### src/rtl/oscillo_pkg.sv
`default_nettype none
// ============================================================================
//  Module   : oscillo_pkg
//  Purpose  : Definitions shared by the oscilloscope readout logic: the readout
//             FSM state encoding, the default sample-RAM address width, the
//             header sync byte, and a helper that picks the lowest enabled
//             channel from a 4-bit channel mask.
//  Ports    : none (package)
//  Revision : 1.0 - initial release
// ============================================================================
package oscillo_pkg;

  // Default sample-RAM address width (1024-deep capture RAM)
  localparam int unsigned c_RAM_WIDTH_DEFAULT = 10;

  // First byte of the optional readout header, lets the host resynchronise
  localparam logic [7:0] c_HEADER_SYNC = 8'hA5;

  // Readout FSM encoding
  typedef enum logic [2:0] {
    ST_IDLE  = 3'd0,
    ST_SETUP = 3'd1,
    ST_READ  = 3'd2,
    ST_LATCH = 3'd3,
    ST_SEND  = 3'd4,
    ST_DONE  = 3'd5
  } readout_state_e;

  // Index of the lowest set bit of a channel mask (0 when the mask is empty;
  // callers check for an empty mask separately).
  function automatic logic [1:0] lowest_channel(input logic [3:0] mask);
    lowest_channel = 2'd0;
    for (int i = 3; i >= 0; i--) begin
      if (mask[i]) begin
        lowest_channel = 2'(i);
      end
    end
  endfunction

endpackage : oscillo_pkg
`default_nettype wire

### src/rtl/sample_readout.sv
`default_nettype none
// ============================================================================
//  Module   : sample_readout
//  Purpose  : Streams a captured event out of the 4-channel sample RAM as a
//             byte stream with a valid/ready handshake. Samples are read
//             starting at base = wraddress_triggerpoint - triggerpoint
//             (modulo RAM depth), nsmp samples per enabled channel, channels
//             in ascending order. Each byte costs at least READ, LATCH, SEND.
//  Options  : READOUT_HEADER_EN - when defined, a 4-byte header
//             (A5, chmask, base[15:8], base[7:0]) is sent before the samples.
//  Ports    : clk                    - single clock
//             rstn                   - synchronous active-low reset
//             start                  - single-cycle readout request
//             data_ready             - capture RAM holds a valid event
//             wraddress_triggerpoint - RAM address at trigger
//             triggerpoint           - number of pre-trigger samples
//             nsmp                   - samples per channel to send
//             chmask                 - channel enable mask (bit n = channel n)
//             rddata1..rddata4       - RAM read data, one cycle after rden
//             rden / rdaddress       - RAM read port
//             out_valid / out_data   - byte stream to host link
//             out_ready              - downstream accepts byte
//             busy / done / abort    - status: active, completion, abort pulse
//  Revision : 1.0 - initial release
// ============================================================================
module sample_readout
  import oscillo_pkg::*;
#(
  parameter int RAM_WIDTH = c_RAM_WIDTH_DEFAULT
) (
  input  logic                 clk,
  input  logic                 rstn,
  input  logic                 start,
  input  logic                 data_ready,
  input  logic [RAM_WIDTH-1:0] wraddress_triggerpoint,
  input  logic [RAM_WIDTH-1:0] triggerpoint,
  input  logic [RAM_WIDTH-1:0] nsmp,
  input  logic [3:0]           chmask,
  input  logic [7:0]           rddata1,
  input  logic [7:0]           rddata2,
  input  logic [7:0]           rddata3,
  input  logic [7:0]           rddata4,
  output logic                 rden,
  output logic [RAM_WIDTH-1:0] rdaddress,
  output logic                 out_valid,
  output logic [7:0]           out_data,
  input  logic                 out_ready,
  output logic                 busy,
  output logic                 done,
  output logic                 abort
);

  // State constants, taken from the shared enum encoding
  localparam logic [2:0] c_IDLE  = ST_IDLE;
  localparam logic [2:0] c_SETUP = ST_SETUP;
  localparam logic [2:0] c_READ  = ST_READ;
  localparam logic [2:0] c_LATCH = ST_LATCH;
  localparam logic [2:0] c_SEND  = ST_SEND;
  localparam logic [2:0] c_DONE  = ST_DONE;

  localparam logic [RAM_WIDTH-1:0] c_ONE = RAM_WIDTH'(1);

  logic [2:0]           r_state;
  logic [RAM_WIDTH-1:0] r_base;
  logic [RAM_WIDTH-1:0] r_nsmp;
  logic [3:0]           r_mask;      // channels still to be sent
  logic [1:0]           r_chan;      // channel currently being sent
  logic [RAM_WIDTH-1:0] r_index;     // sample index within current channel
  logic [RAM_WIDTH-1:0] r_rdaddress;
  logic [7:0]           r_out_data;
  logic                 r_abort;

  logic                 w_abort;
  logic                 w_hdr_done;
  logic [7:0]           w_rd_sel;
  logic [3:0]           w_mask_rem;
  logic [RAM_WIDTH-1:0] w_index_next;
  logic                 w_last_sample;

`ifdef READOUT_HEADER_EN
  logic [1:0]  r_hdr_cnt;
  logic [15:0] w_base16;
  logic [7:0]  w_hdr_next;

  assign w_base16 = 16'(r_base);

  // Header byte following the one currently presented
  always_comb begin
    w_hdr_next = c_HEADER_SYNC;
    case (r_hdr_cnt)
      2'd0:    w_hdr_next = {4'b0000, r_mask};
      2'd1:    w_hdr_next = w_base16[15:8];
      2'd2:    w_hdr_next = w_base16[7:0];
      default: w_hdr_next = c_HEADER_SYNC;
    endcase
  end

  // Sample setup proceeds only once the last header byte is accepted
  assign w_hdr_done = (r_hdr_cnt == 2'd3) && out_ready;
`else
  assign w_hdr_done = 1'b1;
`endif

  // Losing the event mid-readout aborts; IDLE and DONE are not affected
  assign w_abort = !data_ready &&
                   ((r_state == c_SETUP) || (r_state == c_READ) ||
                    (r_state == c_LATCH) || (r_state == c_SEND));

  always_comb begin
    w_rd_sel = rddata1;
    case (r_chan)
      2'd0:    w_rd_sel = rddata1;
      2'd1:    w_rd_sel = rddata2;
      2'd2:    w_rd_sel = rddata3;
      default: w_rd_sel = rddata4;
    endcase
  end

  assign w_mask_rem    = r_mask & ~(4'b0001 << r_chan);
  assign w_index_next  = r_index + c_ONE;
  assign w_last_sample = (r_index == (r_nsmp - c_ONE));

  always_ff @(posedge clk) begin
    if (!rstn) begin
      r_state     <= c_IDLE;
      r_base      <= '0;
      r_nsmp      <= '0;
      r_mask      <= 4'd0;
      r_chan      <= 2'd0;
      r_index     <= '0;
      r_rdaddress <= '0;
      r_out_data  <= 8'd0;
      r_abort     <= 1'b0;
`ifdef READOUT_HEADER_EN
      r_hdr_cnt   <= 2'd0;
`endif
    end else begin
      r_abort <= 1'b0;
      if (w_abort) begin
        r_state <= c_IDLE;
        r_abort <= 1'b1;
      end else begin
        case (r_state)
          c_IDLE: begin
            if (start && data_ready) begin
              r_state <= c_SETUP;
              r_nsmp  <= nsmp;
              r_mask  <= chmask;
              // Unsigned subtraction wraps modulo the RAM depth
              r_base  <= wraddress_triggerpoint - triggerpoint;
`ifdef READOUT_HEADER_EN
              r_hdr_cnt  <= 2'd0;
              r_out_data <= c_HEADER_SYNC;
`endif
            end
          end

          c_SETUP: begin
            if (w_hdr_done) begin
              if ((r_mask == 4'd0) || (r_nsmp == '0)) begin
                r_state <= c_DONE;
              end else begin
                r_chan      <= lowest_channel(r_mask);
                r_index     <= '0;
                r_rdaddress <= r_base;
                r_state     <= c_READ;
              end
            end
`ifdef READOUT_HEADER_EN
            else if (out_ready) begin
              r_hdr_cnt  <= r_hdr_cnt + 2'd1;
              r_out_data <= w_hdr_next;
            end
`endif
          end

          c_READ: begin
            r_state <= c_LATCH;
          end

          c_LATCH: begin
            r_out_data <= w_rd_sel;
            r_state    <= c_SEND;
          end

          c_SEND: begin
            if (out_ready) begin
              if (w_last_sample) begin
                r_mask <= w_mask_rem;
                if (w_mask_rem != 4'd0) begin
                  r_chan      <= lowest_channel(w_mask_rem);
                  r_index     <= '0;
                  r_rdaddress <= r_base;
                  r_state     <= c_READ;
                end else begin
                  r_state <= c_DONE;
                end
              end else begin
                r_index     <= w_index_next;
                r_rdaddress <= r_base + w_index_next;
                r_state     <= c_READ;
              end
            end
          end

          c_DONE: begin
            r_state <= c_IDLE;
          end

          default: begin
            r_state <= c_IDLE;
          end
        endcase
      end
    end
  end

  assign rden      = (r_state == c_READ);
  assign rdaddress = r_rdaddress;
`ifdef READOUT_HEADER_EN
  assign out_valid = (r_state == c_SEND) || (r_state == c_SETUP);
`else
  assign out_valid = (r_state == c_SEND);
`endif
  assign out_data  = r_out_data;
  assign busy      = (r_state != c_IDLE);
  assign done      = (r_state == c_DONE);
  assign abort     = r_abort;

endmodule : sample_readout
`default_nettype wire

### config.mk
export PLATFORM = sky130hd
export DESIGN_NAME = sample_readout
export DESIGN_NICKNAME = d
export VERILOG_FILES = /design/src/rtl/oscillo_pkg.sv /design/src/rtl/sample_readout.sv
export SDC_FILE = /design/constraint.sdc
export NUM_CORES = 1
export LEC_CHECK = 0
export ABC_AREA = 1
export CORE_ASPECT_RATIO = 0.8
export CORE_MARGIN = 5
export CORE_UTILIZATION = 56
export DETAILED_ROUTE_END_ITERATION = 10
export PLACE_DENSITY = 0.95
export SLEW_MARGIN = 20
export SYNTH_ARGS = -nofsm -noshare
export SYNTH_HDL_FRONTEND = slang
export SYNTH_SLANG_ARGS = --single-unit
### constraint.sdc
create_clock -name clk -period 3.6 [get_ports clk]
set_input_delay 0.72 -clock clk [delete_from_list [all_inputs] [get_ports clk]]
set_output_delay 0.72 -clock clk [all_outputs]
set_load 0.02 [all_outputs]
== Yosys cells after proc, flatten, opt, wreduce, memory -nomap -nowiden ==
Cells that the tools add are included.
Storage, ports and cells
  output and inout port bits: 23
  logic and storage cells: 89
  flip-flop bits (word level): 58
Operators by class
  reduce and logical (&&, ||, !) cells: 22
  eq/ne operators: 14
  bitwise logic cells: 4
  shifts and indexed selects: 1
  multiplexer cells: 35
  $add $sub $neg: 4
Operators with widths (count)
  $mux 10: 8
  $pmux 10 s2: 2
  $mux 2: 12
  $pmux 8 s3: 1
  $mux 3: 5
  $pmux 3 s5: 1
  $mux 4: 3
  $add 10x1->10 const B: 1
  $add 10x10->10: 1
  $eq 10x10->1: 1
  $logic_not 10->1: 1
  $reduce_and 5->1: 2
  $sub 10x1->10 const B: 1
  $sub 10x10->10: 1
  $pmux 4 s2: 1
  $eq 3x2->1 const B: 2
  $eq 3x3->1 const B: 2
  $ne 2x1->1 const B: 3
  $reduce_and 6->1: 1
  $and 4x4->4: 1
  $logic_not 4->1: 1
  $logic_or 1x1->1: 4
  $ne 2x2->1 const B: 2
  $not 4->4: 1
  18 further kinds: 22

== Longest topological paths before layout ==
  word-level depth: 11
  gate-level depth with buffers: 19

== Worst setup path after synthesis ==
No wires, ideal clock.
  kind: reg2reg
  start: reg r_index[1]
  end: reg r_rdaddress[9] (netlist: rdaddress[9])
  slack: 1.241 ns
  path buffers: 0
  data arrival time: 2.295 ns
  cell stages (with the launch flop): 19
  library setup time: 0.064 ns
  required time: 3.536 ns
  cells stage by stage: dfxtp_1 -> ha_1 -> nand2_1 -> inv_1 -> nand4_1 -> nor3_1 -> xor2_1 -> ha_1 -> a21oi_1 -> a21boi_0 -> nand3_1 -> nand3b_1 -> nand2_1 -> nand2_1 -> nand2_1 -> nand2_1 -> nand2_1 -> nor2_1 -> nor2_1
On the way
  cells in the longest elaborated chain, start to end: 5
Ends and longest elaborated chain
  start: declaration: RTL line sample_readout.sv:68  | logic [RAM_WIDTH-1:0] r_index;
  start signal: assignment: RTL line sample_readout.sv:199  | r_index <= w_index_next;
  $add 10x1->10: RTL line sample_readout.sv:120  | assign w_index_next = r_index + c_ONE;
  $add 10x10->10: RTL line sample_readout.sv:200  | r_rdaddress <= r_base + w_index_next;
  $mux 10: RTL line sample_readout.sv:188  | if (w_last_sample) begin
  $mux 10: RTL line sample_readout.sv:187  | if (out_ready) begin
  $pmux 10 s2: RTL line sample_readout.sv:143  | case (r_state)
  end signal: assignment: RTL line sample_readout.sv:165  | r_rdaddress <= r_base;
  end signal: assignment: RTL line sample_readout.sv:193  | r_rdaddress <= r_base;
  end signal: assignment: RTL line sample_readout.sv:200
  end: declaration: RTL line sample_readout.sv:69  | logic [RAM_WIDTH-1:0] r_rdaddress;
Several ways; a longest one is shown, not always the timed one. The select of a mux whose other input is x is not followed.
A chain may end at the register's enable or synchronous reset.

== Worst setup path after layout ==
  start: reg r_index[0]
  end: reg r_rdaddress[9] (netlist: rdaddress[9])
Same word-level chain as after synthesis.

==> flow_summary.toml <==
[floorplanning]
dieArea_um2 = 9430
fp.coreArea_um2 = 7390
die_w_um = 107
row_count = 28
io_pins = 94
initial_utilization_pct = 57.4
die_h_um = 87.8

[routing]
route.detailed.drc = 0
wire_per_inst_um = 13.7
wirelength_um = 11500
routed-via-count = 4587
dr.pass1.iters = 7
drt_iter0_markers = 303
vias_per_cell = 5.46
postRouteAntennaNets = 0

[timing]
final_hold_viol_count = 0
min_period_ns = 2.84
tightest_slew_ns = 0.938
drv_slew = 0
fin_worst_skew_ns = 0.0129
period_share_pct = 78.9
setup_violations = 0
clock.fmax_ghz = 0.352
final.setup.tns_ns = 0
grt_setup_unrepaired = "no"
slew_headroom_pct = 37.2

[cells_and_area]
antenna_cells = 0
finalNonFillerCells = 840
multi_input_area_um2 = 2680
mostFrequentLayoutCells = "nand2_1, clkdlybuf4s50_1, inv_1, dfxtp_1, nor2_1"
layout_commonest_cell = "nand2_1"
nets = 823
drive_above_1_share_pct = 9.25
nFillCells = 582
seqCellArea_um2 = 1160
area_delta_synth_final_pct = 28.6

[critical_path]
r2r_slack_ns = 0.76
worstSetupEndpointType = "register"
cp_data_required_time_ns = 3.89
crit_start = "r_index[0]$_SDFFE_PN0P_"
critical_path_class = "reg -> reg"
reg2reg_from = "r_index[0]$_SDFFE_PN0P_"
startpoint_type = "register"
crit_path_end = "rdaddress[9]$_SDFFE_PN0P_"
crit_fanout = 9
r2r_cells = 18
worstReg2RegEnd = "rdaddress[9]$_SDFFE_PN0P_"
critPathArrivalTime_ns = 3.13

[synthesis]
yosysUniqueCellTypes = 44
avgSynthCellArea_um2 = 6.64
ys.flop_type = "dfxtp_1"
synth-compound-area-share_pct = 19.5
synth_fp_nets = 732
synth_mux_area_share_pct = 0
synthArstFlopShare_pct = 0
synth_top_family_by_area = "simple AND/OR/NAND/NOR gates"
yosys_warnings = 0
seq_area_frac_synth_pct = 27.4
synth_edf_count = 0
synthAdderAreaFrac_pct = 6.84
ys_ff_latch = 58
synthSimpleGateAreaFrac_pct = 32.2
synth_xor_area_share_pct = 4.54
netlist_instances = 639
netlist_area_um2 = 4240

[clock_tree]
cts_hold_buf = 0
postCtsSetupBuffers = 0
clk_pin_slew_ns = 0.07
numCtsBuffers = 9
clkLatencyLatePin_ns = 0.35
ctsHtreeMaxLevel = 3
cts.path.max_buffers = 2
cts_tree = "built"
ctsResizeCount = 0
root_buffer = "clkbuf_8"
clock_sinks = 58

[grt]
track_usage_pct = 24.8
grt_start_max_net_pins = 34
grt_pass1_wl_um = 19000
antenna_found_initial = 0
grt_pass1_vias = 4318
overflow = 0

[placed_design]
hpwl_um = 8800
gp_congestion = 0.884
port_buffers = 93
dp.cells = 824

[min_path]
hold_path_class = "reg -> reg"

[job]
drv_cap = 0

[run_status]
outcome = "finished, final reports clean"

[power_and_ir_drop]
vdd_ir_drop_max_uv = 206
power.density_nw_per_um2 = 460
p_leak_uw = 0.00245
==> layer usage <==
layer  track usage [%]  part of all wire (%)  wire (µm)
met1              30.8                    43       5010
met2              42.0                    47       5430
met3              7.07                   7.9        911
met4              7.55                   1.6        182
met5                 0                     0          0
==> sequential cells by signal (all words and copies together) (netlist names) <==
register   flops
out_data       8
r_index       10
r_mask         4
r_chan         2
abort          1
r_state        3
r_nsmp        10
r_base        10
rdaddress     10
==> metrics by stage <==
stage	hold WS, ns	utilization (%)	setup WS [ns]	area, µm²	total power [µW]
after floorplan	0.456	-	1.24	4240	1550
after global placement	0.459	70.7	0.693	5230	1780
after detailed placement	0.463	70.7	0.578	5230	1810
after CTS	0.477	73.8	0.790	5450	2510
after global routing	0.500	73.8	0.503	5450	2670
final	0.479	73.8	0.759	5450	2510
==> final cells by class <==
cell class,count,share of cell area [%]
timing repair buffer,96,17.5
clock buffer,9,2.27
multi-input combinational,484,49.1
inverter,81,5.57
sequential,58,21.3
tap,105,2.41
clock inverter,7,1.88
==> worst min-delay path by stage <==
stage               slack [ns]                      start  cells past startpoint                         to
floorplan                 0.46     r_nsmp[9]$_SDFFE_PN0P_                      2     r_nsmp[9]$_SDFFE_PN0P_
global placement          0.46  rdaddress[4]$_SDFFE_PN0P_                      2  rdaddress[4]$_SDFFE_PN0P_
detailed placement        0.46  rdaddress[8]$_SDFFE_PN0P_                      2  rdaddress[8]$_SDFFE_PN0P_
CTS                       0.48  rdaddress[8]$_SDFFE_PN0P_                      2  rdaddress[8]$_SDFFE_PN0P_
global route              0.50  rdaddress[8]$_SDFFE_PN0P_                      2  rdaddress[8]$_SDFFE_PN0P_
finish                    0.48  rdaddress[2]$_SDFFE_PN0P_                      2  rdaddress[2]$_SDFFE_PN0P_
==> Yosys cell counts (3+ instances only) <==
master / count / area share, %
nand2_1: 157 / 14
inv_1: 71 / 6.3
dfxtp_1: 58 / 27
nor2_1: 55 / 4.9
a21oi_1: 43 / 5.1
o21ai_0: 40 / 4.7
nand3_1: 36 / 4.2
ha_1: 20 / 5.9
o21ai_1: 16 / 1.9
xor2_1: 16 / 3.3
nor3_1: 11 / 1.3
nand2_2: 10 / 1.5
a21oi_2: 9 / 1.9
clkbuf_1: 9 / 0.80
inv_2: 9 / 0.80
a31oi_1: 8 / 1.2
a22o_1: 7 / 1.4
nor2_2: 7 / 1.0
nand4_1: 6 / 0.89
xnor2_1: 6 / 1.2
o21bai_1: 5 / 0.89
nor2_4: 4 / 1.1
buf_6: 3 / 0.80
nand3_2: 3 / 0.71
o2111ai_1: 3 / 0.62
o211ai_1: 3 / 0.53
==> logic make-up after synthesis <==
family / after synthesis
AO/OA/AOI/OAI: 141
XOR/XNOR: 22
adder cells (fa/ha/maj): 22
buffers and inverters: 97
flip-flops: 58
AND/OR/NAND/NOR: 299
==> worst max-delay path, stage by stage, from the launching register on <==
cell	delay [ns]
dfxtp_1	0.50
ha_1	0.23
nand2_1	0.09
inv_1	0.11
nand4_1	0.13
nor3_1	0.21
xor2_1	0.22
ha_1	0.30
a21oi_1	0.13
a21boi_0	0.19
nand3_1	0.12
nand3b_1	0.16
nand2_1	0.06
nand2_1	0.05
nand2_1	0.05
nand2_1	0.05
nand2_1	0.06
nor2_1	0.04
nor2_1	0.09
==> where the power goes <==
| group | switching [µW] | internal [µW] | leakage [µW] |
|---|---|---|---|
| clock | 298 | 395 | 0.000110 |
| sequential | 84.9 | 718 | 0.000473 |
| combinational | 611 | 402 | 0.00186 |
(Power assumes the default switching activity.)
